### config.mk
export PLATFORM = sky130hd
export DESIGN_NAME = button_event_gen
export DESIGN_NICKNAME = d
export VERILOG_FILES = /design/src/rtl/button_pkg.sv /design/src/rtl/ms_tick_gen.sv /design/src/rtl/button_event_gen.sv
export SDC_FILE = /design/constraint.sdc
export NUM_CORES = 1
export LEC_CHECK = 0
export ABC_AREA = 1
export BUFFER_PORTS_ARGS = -buffer_cell sky130_fd_sc_hd__clkbuf_2
export CORE_MARGIN = 4
export CORE_UTILIZATION = 45
export CTS_CLUSTER_SIZE = 24
export DETAILED_ROUTE_END_ITERATION = 7
export SLEW_MARGIN = 20
export SYNTH_ARGS = -nofsm -noshare
export SYNTH_HDL_FRONTEND = slang
export SYNTH_SLANG_ARGS = --single-unit
### constraint.sdc
create_clock -name clk_i -period 1.5 [get_ports clk_i]
set_input_delay 0.225 -clock clk_i [delete_from_list [all_inputs] [get_ports clk_i]]
set_output_delay 0.225 -clock clk_i [all_outputs]
set_load 0.01 [all_outputs]
### src/rtl/button_pkg.sv
// Shared types and elaboration helpers for the button event generator.
package button_pkg;

    typedef enum logic [1:0] {
        ARM     = 2'd0,
        IDLE    = 2'd1,
        PRESSED = 2'd2,
        LONG    = 2'd3
    } state_e;

    function automatic int clk_per_ms(input int system_clock);
        return system_clock / 1000;
    endfunction

    // Bits needed to hold values 0..n-1, never less than one bit.
    function automatic int counter_width(input int n);
        int w;
        w = $clog2(n);
        return (w < 1) ? 1 : w;
    endfunction

    function automatic int max_int(input int a, input int b);
        return (a > b) ? a : b;
    endfunction

endpackage

### src/rtl/ms_tick_gen.sv
// Millisecond prescaler: one-cycle tick every CLK_PER_MS clocks, restartable.
module ms_tick_gen
    import button_pkg::*;
#(
    parameter int CLK_PER_MS = 50000
) (
    input  logic clk_i,
    input  logic reset_ni,
    input  logic clear_i,
    output logic tick_o
);

    localparam int              CNT_W = counter_width(CLK_PER_MS);
    localparam logic [CNT_W-1:0] LAST = CNT_W'(CLK_PER_MS - 1);

    logic [CNT_W-1:0] cnt_q;
    logic [CNT_W-1:0] cnt_d;

    always_comb begin
        tick_o = (cnt_q == LAST);
        cnt_d  = (clear_i || tick_o) ? '0 : cnt_q + CNT_W'(1);
    end

    // NOTE: sequential state is assigned with <= so every flop samples pre-edge values.
    always_ff @(posedge clk_i or negedge reset_ni) begin
        if (!reset_ni) begin
            cnt_q <= '0;
        end else begin
            cnt_q <= cnt_d;
        end
    end

endmodule

### src/rtl/button_event_gen.sv
// Turns a debounced button level into press/release/long/repeat strobes and a held level.
module button_event_gen
    import button_pkg::*;
#(
    parameter int SYSTEM_CLOCK = 50000000,
    parameter int LONG_MS      = 1000,
    parameter int REPEAT_MS    = 200,
    parameter bit REPEAT_EN    = 1'b1
) (
    input  logic clk_i,
    input  logic reset_ni,
    input  logic btn_i,
    output logic press_o,
    output logic release_o,
    output logic long_o,
    output logic repeat_o,
    output logic held_o
);

    localparam int               CLK_PER_MS  = clk_per_ms(SYSTEM_CLOCK);
    localparam int               MS_W        = counter_width(max_int(LONG_MS, REPEAT_MS) + 1);
    localparam logic [MS_W-1:0]  LONG_LAST   = MS_W'(LONG_MS - 1);
    localparam logic [MS_W-1:0]  REPEAT_LAST = MS_W'(REPEAT_MS - 1);

    state_e          state_q, state_d;
    logic [MS_W-1:0] ms_q, ms_d;
    logic            press_q, press_d;
    logic            release_q, release_d;
    logic            long_q, long_d;
    logic            repeat_q, repeat_d;
    logic            held_q, held_d;
    logic            presc_clear;
    logic            ms_tick;

    ms_tick_gen #(
        .CLK_PER_MS (CLK_PER_MS)
    ) u_ms_tick_gen (
        .clk_i    (clk_i),
        .reset_ni (reset_ni),
        .clear_i  (presc_clear),
        .tick_o   (ms_tick)
    );

    always_comb begin
        // NOTE: every signal gets a default first so no path through the case infers a latch.
        state_d     = state_q;
        ms_d        = ms_q;
        press_d     = 1'b0;
        release_d   = 1'b0;
        long_d      = 1'b0;
        repeat_d    = 1'b0;
        held_d      = 1'b0;
        presc_clear = 1'b0;

        case (state_q)
            ARM: begin
                presc_clear = 1'b1;
                ms_d        = '0;
                if (!btn_i) state_d = IDLE;
            end
            IDLE: begin
                // Holding the prescaler at zero here aligns all timing to the press edge.
                presc_clear = 1'b1;
                ms_d        = '0;
                if (btn_i) begin
                    state_d = PRESSED;
                    press_d = 1'b1;
                    held_d  = 1'b1;
                end
            end
            PRESSED, LONG: begin
                held_d = 1'b1;
                // Release is checked first so it wins over a coincident terminal tick.
                if (!btn_i) begin
                    state_d     = IDLE;
                    release_d   = 1'b1;
                    ms_d        = '0;
                    presc_clear = 1'b1;
                end else if (ms_tick) begin
                    if (state_q == PRESSED && ms_q == LONG_LAST) begin
                        state_d     = LONG;
                        long_d      = 1'b1;
                        ms_d        = '0;
                        presc_clear = 1'b1;
                    end else if (state_q == LONG && ms_q == REPEAT_LAST) begin
                        repeat_d    = REPEAT_EN;
                        ms_d        = '0;
                        presc_clear = 1'b1;
                    end else begin
                        ms_d = ms_q + MS_W'(1);
                    end
                end
            end
            default: state_d = ARM;
        endcase
    end

    always_ff @(posedge clk_i or negedge reset_ni) begin
        if (!reset_ni) begin
            state_q   <= ARM;
            ms_q      <= '0;
            press_q   <= 1'b0;
            release_q <= 1'b0;
            long_q    <= 1'b0;
            repeat_q  <= 1'b0;
            held_q    <= 1'b0;
        end else begin
            state_q   <= state_d;
            ms_q      <= ms_d;
            press_q   <= press_d;
            release_q <= release_d;
            long_q    <= long_d;
            repeat_q  <= repeat_d;
            held_q    <= held_d;
        end
    end

    assign press_o   = press_q;
    assign release_o = release_q;
    assign long_o    = long_q;
    assign repeat_o  = repeat_q;
    assign held_o    = held_q;

endmodule

==> flow_summary_export.csv <==
group,metric,value,unit
outcome,outcome,"finished, final reports clean",
logic_synthesis,synthDistinctLibCells,20,
floorplanning,ios,8,
layout,syn2layout_area_growth,25.5,%
sta,finalSetupViolCount,0,
layout,layout_common_cells,"44 x nand2_1, 34 x nor2_1, 33 x dfrtp_1",
sta,max_freq,695,MHz
sta,slew-limit-headroom,0.725,
hold_path,hold_path_class,"in -> reg",
power,sequentialPowerShare,0.496,
global_route,grt_pass1_wl,6510,microns
power,clock_power_share,0.329,
sta,min_period,1.44,ns
global_route,antenna_found_initial,0,
sta,finalClockSkew,0.00638,ns
global_route,grtUsageTotal,0.164,
global_route,grt_max_degree,34,
drt,drc_errors,0,
power,p_sw_frac,0.291,
clock_network,clkSlewWorstSetupHoldPaths,0.07,ns
drt,ant_nets,0,
global_route,overflow,0,
logic_synthesis,synth.ff_latch_count,33,
floorplanning,rows,22,
logic_synthesis,synth_fp_nets,236,
logic_synthesis,avgSynthCellArea,7.65,sq um
logic_synthesis,synth_top_area_share,0.467,
drt,wl_per_cell,12.1,microns
logic_synthesis,ys_warn_count,0,
drt,first_pass_iters,4,
floorplanning,die_h,70.7,microns
layout,nFillCells,345,
setup_path,crit_path_start_kind,"flop",
setup_path,crit_fanout,4,
run,cap_violations,0,
sta,tightest_slew,0.413,ns
logic_synthesis,synthCells,231,
floorplanning,core-area,3720,sq um
logic_synthesis,synth-seq-area-share,0.467,
power,p_leak,0.00107,uW
layout,design.final.nets,271,
logic_synthesis,synthTopCellsByArea,"dfrtp_1 47%, nand2_1 10%, nor2_1 8.1%",
placement,port_buffers,7,
placement,post-dp-hpwl,2650,microns
drt,dr_total_vias,1567,
setup_path,cp.arrival,1.61,ns
clock_network,clock_latency,0.28,ns
clock_network,cts_buffer_depth,2,
sta,setup_ws,0.0618,ns
floorplanning,die-area,4990,sq um
power,pwr-share-comb,0.175,
placement,pre_cts_slack,-0.103,ns
power,power_density,888,nW/um^2
drt,first_iter_violations,49,
sta,drv_slew,0,
sta,grt_setup_unrepaired,"true",
layout,seq_area,826,sq um
clock_network,cts_sinks,33,
layout,final_common_cell,"nand2_1",
floorplanning,fp.dieW,70.7,microns
logic_synthesis,syn_area,1770,sq um
floorplanning,initial_core_util,0.475,
setup_path,path_class,"reg -> reg",
power,p_total,1970,uW
placement,gp_congestion,0.845,
clock_network,cts_tree,"done",
setup_path,required,1.68,ns
power,p_sw,573,uW
clock_network,clock-root-buffer,"clkbuf_8",
layout,diodes,0,
layout,multiInputGateArea,891,sq um
layout,drive_gt1_frac,0.258,
logic_synthesis,yosys.area.top_type,"dfrtp_1",
global_route,grt_pass1_vias,1486,
drt,via_per_inst,4.97,
sta,finalCritPeriodShare,0.959,
setup_path,end_kind,"flop",
power,ir_drop,0.000619,V
power,p_int,1400,uW
clock_network,htree_levels,2,
clock_network,cts_buffers,5,
drt,wl,3800,microns
sta,final-hold-violation-count,0,
## registers in the layout, summed over array words and instances, names as in the netlist
name,cells
release_o,1
u_ms_tick_gen.cnt_q,16
state_q,2
repeat_o,1
held_o,1
long_o,1
press_o,1
ms_q,10
## critical path, stage by stage (launching register included)
cell and delay, ns:
dfrtp_1 0.35, buf_4 0.11, buf_4 0.10, nand3_1 0.19, nor3_4 0.24, nand3_1 0.13
o21ai_0 0.16, a21oi_1 0.06
## logic make-up (layout without fill, tap and decap cells)
group / after synthesis / after routing / share of synthesized area
XOR/XNOR: 8 / 8 / 0.0397
buffers and inverters: 36 / 71 / 0.0871
AND/OR/NAND/NOR: 133 / 134 / 0.336
adder cells (fa/ha/maj): 2 / 2 / 0.0142
flip-flops: 33 / 33 / 0.467
AO/OA/AOI/OAI: 19 / 19 / 0.0552
## stage by stage
stage          TNS (ns)  hold WS (ns)  std cells   util  area, sq um
4_1_cts               0         0.175        313  0.572         2130
5_1_grt          -0.516         0.213        315  0.597         2220
3_3_place_gp    -0.0311         0.279        298  0.523         1940
3_5_place_dp     -0.607         0.281        298  0.523         1940
2_1_floorplan         0       -0.0706        231      -         1770
6_report              0         0.186        315  0.597         2220
## final cells by class
class	instances	area share
clock inverter	3	0.00790
inverter	33	0.0576
sequential	33	0.372
multi-input combinational	163	0.402
clock buffer	5	0.0310
timing repair buffer	30	0.102
tap	48	0.0271
## path summary, 6_finish.rpt
| check | from | end | slack [ns] | depth (start not counted) |
|---|---|---|---|---|
| hold / removal | btn_i | release_o$_DFF_PN0_ | 0.19 | 2 |
| setup reg to reg | u_ms_tick_gen.cnt_q[0]$_DFF_PN0_ | u_ms_tick_gen.cnt_q[11]$_DFF_PN0_ | 0.06 | 7 |
| min in group asynchronous | reset_ni | u_ms_tick_gen.cnt_q[13]$_DFF_PN0_ | 0.50 | 3 |
| hold reg to reg | state_q[0]$_DFFE_PN0P_ | state_q[0]$_DFFE_PN0P_ | 0.55 | 2 |
| setup / recovery | u_ms_tick_gen.cnt_q[0]$_DFF_PN0_ | u_ms_tick_gen.cnt_q[11]$_DFF_PN0_ | 0.06 | 7 |
| max in group asynchronous | reset_ni | u_ms_tick_gen.cnt_q[2]$_DFF_PN0_ | 0.70 | 3 |
## routing by layer
layer / routed length (microns) / vias to the layer above / GRT usage / part of all wire
met1: 1710 / 733 / 0.204 / 0.45
met2: 1860 / 23 / 0.268 / 0.49
met5: 0 / - / 0 / 0
li1: - / 803 / - / -
met4: 85 / 0 / 0.0710 / 0.022
met3: 144 / 8 / 0.0426 / 0.038
## power groups by stage
stage,Clock [uW],Sequential [uW],Combinational (uW)
after floorplan,0,994,179
after global placement,0,989,282
after detailed placement,0,990,287
after CTS,674,974,334
after global routing,714,982,395
final,648,976,345
## cell usage after synthesis
cell type,instances
a21oi_1,9
buf_4,2
buf_8,1
dfrtp_1,33
ha_1,2
inv_1,30
inv_2,3
nand2_1,48
nand2_2,4
nand2_4,1
nand3_1,19
nand4_1,6
nor2_1,38
nor2_2,2
nor3_1,12
nor3_2,3
o21a_1,1
o21ai_0,7
o21ai_1,2
xor2_1,8
## what timing repair did
item                                   in CTS  in global routing
endpoints found under the hold margin      33                  0
hold buffers                                1                  0
gates resized for setup                     7                 19
setup endpoints to repair                  16                 24
pin swaps                                   3                 10
cloned                                      1                  0
setup buffers                               5                  2
Note: power is estimated with default switching activity, not from simulation.
